**config.mk**
```make
export PLATFORM = sky130hd
export DESIGN_NAME = queue_arbiter_rr
export DESIGN_NICKNAME = d
export VERILOG_FILES = /design/src/rtl/queue_arbiter_rr.sv
export SDC_FILE = /design/constraint.sdc
export NUM_CORES = 1
export LEC_CHECK = 0
export BUFFER_PORTS_ARGS = -buffer_cell sky130_fd_sc_hd__clkbuf_2
export CELL_PAD_IN_SITES_DETAIL_PLACEMENT = 0
export CELL_PAD_IN_SITES_GLOBAL_PLACEMENT = 1
export CORE_AREA = 2 2 463 465
export DETAILED_ROUTE_END_ITERATION = 8
export DIE_AREA = 0 0 465 467
export GPL_TIMING_DRIVEN = 0
export PLACE_DENSITY_LB_ADDON = 0.1
export SETUP_SLACK_MARGIN = 0.15
export SLEW_MARGIN = 20
export SYNTH_ARGS = -nofsm -noshare
export SYNTH_HDL_FRONTEND = slang
export SYNTH_SLANG_ARGS = --single-unit
```
**constraint.sdc**
```tcl
create_clock -name clk -period 7.2 [get_ports clk]
set_input_delay 0.72 -clock clk [delete_from_list [all_inputs] [get_ports clk]]
set_output_delay 0.72 -clock clk [all_outputs]
set_load 0.01 [all_outputs]
```
**src/rtl/queue_arbiter_rr.sv**
```systemverilog
`default_nettype none
// ============================================================================
// Module   : queue_arbiter_rr
// Brief    : Registered arbiter selecting one request per cycle from Q_WIDTH
//            cache request queues onto a single valid/ready output channel.
//            Flush requests take precedence; round-robin or fixed priority.
// Revision : 1.0 - initial release
// ============================================================================
module queue_arbiter_rr #(
  parameter int CL_SIZE = 128,
  parameter int Q_WIDTH = 6,
  parameter int ADDR_W  = 32,
  parameter int OP_W    = 3,
  parameter int ID_W    = 2,
  parameter int RR_MODE = 1
) (
  input  logic                      clk,
  input  logic                      rst_n,
  input  logic [ADDR_W*Q_WIDTH-1:0]  addr_in,
  input  logic [CL_SIZE*Q_WIDTH-1:0] data_in,
  input  logic [OP_W*Q_WIDTH-1:0]    operation_in,
  input  logic [ID_W*Q_WIDTH-1:0]    src_in,
  input  logic [ID_W*Q_WIDTH-1:0]    dest_in,
  input  logic [Q_WIDTH-1:0]         is_flush_in,
  input  logic [Q_WIDTH-1:0]         valid_in,
  output logic [Q_WIDTH-1:0]         dealloc,
  output logic                       valid_out,
  input  logic                       ready_in,
  output logic [ADDR_W-1:0]          addr_out,
  output logic [CL_SIZE-1:0]         data_out,
  output logic [OP_W-1:0]            operation_out,
  output logic [ID_W-1:0]            src_out,
  output logic [ID_W-1:0]            dest_out,
  output logic                       is_flush_out
);

  localparam int PTR_W = (Q_WIDTH > 1) ? $clog2(Q_WIDTH) : 1;

  logic [PTR_W-1:0]   ptr_q;
  logic [PTR_W-1:0]   ptr_d;
  logic               valid_q;
  logic [ADDR_W-1:0]  addr_q;
  logic [CL_SIZE-1:0] data_q;
  logic [OP_W-1:0]    op_q;
  logic [ID_W-1:0]    src_q;
  logic [ID_W-1:0]    dest_q;
  logic               flush_q;

  logic [Q_WIDTH-1:0] flush_req;
  logic [Q_WIDTH-1:0] cand;
  logic               load;
  logic [PTR_W-1:0]   grant_idx;
  logic               found;
  logic [PTR_W:0]     scan_sum;
  logic [PTR_W-1:0]   scan_idx;
  logic [PTR_W:0]     ptr_inc;

  // Flush requests, when present, hide every non-flush request.
  assign flush_req = valid_in & is_flush_in;
  assign cand      = (|flush_req) ? flush_req : valid_in;

  // Load when something is requesting and the output slot is free or draining.
  // Gating with rst_n keeps dealloc quiet while reset is held.
  assign load = rst_n && (|valid_in) && (!valid_q || ready_in);

  // Grant selection: scan upward from ptr (round-robin) or take the top index.
  always_comb begin
    grant_idx = '0;
    found     = 1'b0;
    scan_sum  = '0;
    scan_idx  = '0;
    if (RR_MODE != 0) begin
      for (int k = 0; k < Q_WIDTH; k++) begin
        scan_sum = {1'b0, ptr_q} + (PTR_W+1)'(k);
        if (scan_sum >= (PTR_W+1)'(Q_WIDTH)) begin
          scan_sum = scan_sum - (PTR_W+1)'(Q_WIDTH);
        end
        scan_idx = scan_sum[PTR_W-1:0];
        if (!found && cand[scan_idx]) begin
          grant_idx = scan_idx;
          found     = 1'b1;
        end
      end
    end else begin
      for (int k = 0; k < Q_WIDTH; k++) begin
        if (cand[k]) begin
          grant_idx = PTR_W'(k);
        end
      end
    end
  end

  // Pointer advances to the slot just past the granted queue, with wrap.
  always_comb begin
    ptr_inc = {1'b0, grant_idx} + (PTR_W+1)'(1);
    ptr_d   = ptr_inc[PTR_W-1:0];
    if (ptr_inc == (PTR_W+1)'(Q_WIDTH)) begin
      ptr_d = '0;
    end
  end

  // One-hot pop pulse towards the granted queue.
  for (genvar i = 0; i < Q_WIDTH; i++) begin : g_dealloc
    assign dealloc[i] = load && (grant_idx == PTR_W'(i));
  end

  // Output register: capture on load, drop valid on an idle drain.
  always_ff @(posedge clk) begin
    if (!rst_n) begin
      valid_q <= 1'b0;
      ptr_q   <= '0;
      addr_q  <= '0;
      data_q  <= '0;
      op_q    <= '0;
      src_q   <= '0;
      dest_q  <= '0;
      flush_q <= 1'b0;
    end else if (load) begin
      valid_q <= 1'b1;
      ptr_q   <= ptr_d;
      addr_q  <= addr_in[grant_idx*ADDR_W +: ADDR_W];
      data_q  <= data_in[grant_idx*CL_SIZE +: CL_SIZE];
      op_q    <= operation_in[grant_idx*OP_W +: OP_W];
      src_q   <= src_in[grant_idx*ID_W +: ID_W];
      dest_q  <= dest_in[grant_idx*ID_W +: ID_W];
      flush_q <= is_flush_in[grant_idx];
    end else if (valid_q && ready_in) begin
      valid_q <= 1'b0;
    end
  end

  assign valid_out     = valid_q;
  assign addr_out      = addr_q;
  assign data_out      = data_q;
  // Downstream must never see a stale opcode on an empty slot.
  assign operation_out = valid_q ? op_q : '0;
  assign src_out       = src_q;
  assign dest_out      = dest_q;
  assign is_flush_out  = flush_q;

endmodule
`default_nettype wire

```
==> impl_metrics.toml <==
[job]
cap_violations = 0

[finish]
fill_cells = 24900
nets = 4033
fin_area_mm2 = 0.0255
area_growth_pct = 66.6
drive_gt1_share_pct = 49.5

[yosys]
synth_edf_count = 0
muxShareOfSynthArea_pct = 13.0
postSynthAreaPerCell_um2 = 8.56
ys_ff_latch = 172
seq_area_frac_synth_pct = 22.5
synth_area_mm2 = 0.0153
synthTopCellsByArea = "dfxtp_1 22%, a211oi_1 16%, and3_1 14%"
synth.distinct_cells = 69
synth_compound_area_share_pct = 36.6
synth_xor_area_share_pct = 0.579
netlist_instances = 1791
netlist.top_cell.by_area = "dfxtp_1"
synth_top_area_share_pct = 22.5
synth_fa_ha_area_share_pct = 1.14
async_flop_share_pct = 0
ys.flop_type = "dfxtp_1"
synth_top_family_by_area = "compound AO/OA/AOI/OAI gates"
synth-simple-area-share_pct = 17.5
synth_nets = 2822
yosys_warnings = 0

[critical_path]
cp.required_ns = 6.48
cp-end-kind = "primary output"
reg2reg_slack_ns = 0.89
worstSetupStartpointType = "flip-flop"
timing.critical_path.to = "dealloc[1]"
timing.rr.end = "data_out[48]$_SDFFE_PN0P_"
reg2reg_from = "ptr_q[0]$_SDFFE_PN0P_"
startpoint = "ptr_q[0]$_SDFFE_PN0P_"
worstPathArrival_ns = 5.93
cp_max_fo = 12
worstSetupPathType = "flip-flop to primary output"
r2r_cells = 18

[clocking]
clk_pin_slew_ns = 0.10
cts_made_buffers = 17
cts_buffer_depth = 2
cts-htree-levels = 4
insertion_delay_ns = 0.56
postCtsResizedCells = 4
clockRootBuffer = "clkbuf_16"
postCtsHoldBufs = 0
cts_tree = "built"
cts_setup_buffers = 0
cts.sinks = 172

[timing]
slew_headroom_pct = 16.6
skew_ns = 0.0142
fmax_mhz = 150
final.setup.worst_slack_ns = 0.552
hold_viol_final = 0
worstMarginPinSlew_ns = 1.25
setup_viol = 0
fin_hold_ws_ns = 0.471
slew_violations = 0
grt_setup_unrepaired = "false"
fin_crit_ns = 6.65
period_share_pct = 92.3

[route]
vias = 21300
vias_per_cell = 3.63
drc = 0
drt_wl_total_um = 189000
ant_nets = 0
wl_per_cell_um = 32.2
drt_iter0_drc = 1154
firstDrtPassIters = 5

[power]
seqPwrFrac_pct = 9.9
combPwrFrac_pct = 83.9
p_switching_mw = 10.9
p_per_area_mw_per_mm2 = 673
p_int_mw = 6.27
p_leak_nw = 11.7
power_mw = 17.2
power_switching_share_pct = 63.5
peakVddDrop_mv = 0.237
power.share.clock_pct = 6.2

[floorplanning]
die_h_um = 467
core-area_mm2 = 0.212
die_area_mm2 = 0.217
die_x_um = 465
io_pins = 1192
fp-row-count = 169
initial_utilization_pct = 7.24

[global_route]
grt_max_degree = 17
grt_pass1_vias = 22700
grt_pass1_wl_um = 239000
antenna_found_initial = 94
overflow = 0
grt_usage_pct = 16.8

[hold_path]
hold_start = "data_in[186]"
min_path_type = "input port to flip-flop"

[place]
dpl_worst_slack_ns = 0.568
gp_congestion = 0.791
place_area_mm2 = 0.0249
dpl.hpwl_um = 162000
io_buffers = 1187

[run_status]
status = "complete, no violations"
==> cells in the mapped netlist, types with 12 or more instances <==
| cell type | count |
|---|---|
| mux2_2 | 69 |
| nor3_1 | 14 |
| a22oi_1 | 171 |
| o31ai_1 | 168 |
| clkbuf_1 | 74 |
| ha_1 | 14 |
| buf_2 | 114 |
| mux2_1 | 101 |
| nand3_1 | 12 |
| dfxtp_1 | 172 |
| buf_4 | 12 |
| nand2_1 | 26 |
| buf_6 | 31 |
| a211oi_1 | 329 |
| and3_1 | 338 |
| nor2_1 | 12 |
==> worst min-delay path by stage <==
stage                     cells past startpoint                        end
after floorplan                               2       op_q[2]$_SDFFE_PN0P_
after global placement                        2  data_out[96]$_SDFFE_PN0P_
after detailed placement                      2  data_out[96]$_SDFFE_PN0P_
after CTS                                     3  data_out[58]$_SDFFE_PN0P_
after global routing                          3  data_out[50]$_SDFFE_PN0P_
final                                         3  data_out[58]$_SDFFE_PN0P_
==> stage by stage <==
stage,cells,setup TNS [ns],utilization [%]
floorplan,1791,0,-
global placement,5799,-0.719,11.7
detailed placement,5804,0,11.8
CTS,5834,0,12.0
global route,5841,0,12.0
finish,5859,0,12.1
==> sequential cells by signal, indices dropped and copies added (netlist names) <==
signal and cells:
addr_out 32, data_out 128, dest_out 2, is_flush_out 1, op_q 3, ptr_q 3, src_out 2, valid_out 1
==> kinds of logic (layout without fill, tap and decap cells) <==
family	Yosys count	after routing
AO/OA/AOI/OAI	736	736
XOR/XNOR	8	8
adder cells (fa/ha/maj)	14	14
buffers and inverters	245	1467
flip-flops	172	172
multiplexers	178	178
other	0	25
AND/OR/NAND/NOR	438	438
==> power groups by stage <==
stage,sequential [mW],combinational [mW],clock [mW]
finish,1.69,14.4,1.07
global placement,1.71,15.1,0
CTS,1.70,15.1,1.14
detailed placement,1.72,15.1,0
floorplan,1.79,7.21,0
global route,1.74,15.7,1.15
==> layout by cell type, fill, tap and decap left out, drive strengths merged, types with 5 or more instances in the layout <==
cell type / count
a211oi: 339
a21oi: 11
a22oi: 171
and2: 6
and3: 339
buf: 164
clkbuf: 1285
clkinv: 7
dfxtp: 172
diode: 25
ha: 14
inv: 10
mux2: 170
mux2i: 8
nand2: 26
nand3: 12
nor2: 14
nor2b: 6
nor3: 14
nor4: 7
o211ai: 5
o21ai: 11
o31ai: 168
xnor2: 6
==> area by class of cell <==
| cell class | instances | area, um^2 | share of cell area (%) |
|---|---|---|---|
| diodes | 25 | 62.6 | 0.245 |
| well taps | 2821 | 3530 | 13.8 |
| multi-input cells | 1374 | 10600 | 41.4 |
| clock buffers | 21 | 440 | 1.72 |
| clock inverters | 9 | 92.6 | 0.362 |
| plain buffers | 236 | 1340 | 5.25 |
| repair buffers | 1192 | 6020 | 23.6 |
| flip-flops and latches | 172 | 3440 | 13.5 |
| inverters | 9 | 36.3 | 0.142 |
==> worst max-delay path, cell delays in order (launching register included) <==
cell      delay (ns)
dfxtp_1         0.45
buf_2           0.27
clkbuf_4        0.26
clkbuf_4        0.27
inv_1           0.16
ha_1            0.31
buf_2           0.22
nor2b_1         0.24
xnor2_1         0.13
a21oi_4         0.26
mux2_2          0.39
o41ai_2         0.33
a211oi_2        0.16
a211o_1         0.37
and2_4          0.21
inv_2           0.11
buf_6           0.26
buf_4           0.28
ha_1            0.17
nand2_1         0.06
nor3_1          0.21
clkbuf_2        0.20
==> metal layers <==
| layer | global-route usage, % | part of all wire, % | up-vias |
|---|---|---|---|
| met1 | 19.2 | 40 | 10400 |
| met4 | 2.43 | 1.0 | 66 |
| li1 | - | - | 9676 |
| met2 | 30.5 | 51 | 988 |
| met3 | 5.63 | 8.0 | 138 |
| met5 | 0 | 0.23 | - |
Note: power is estimated with default switching activity, not from simulation.
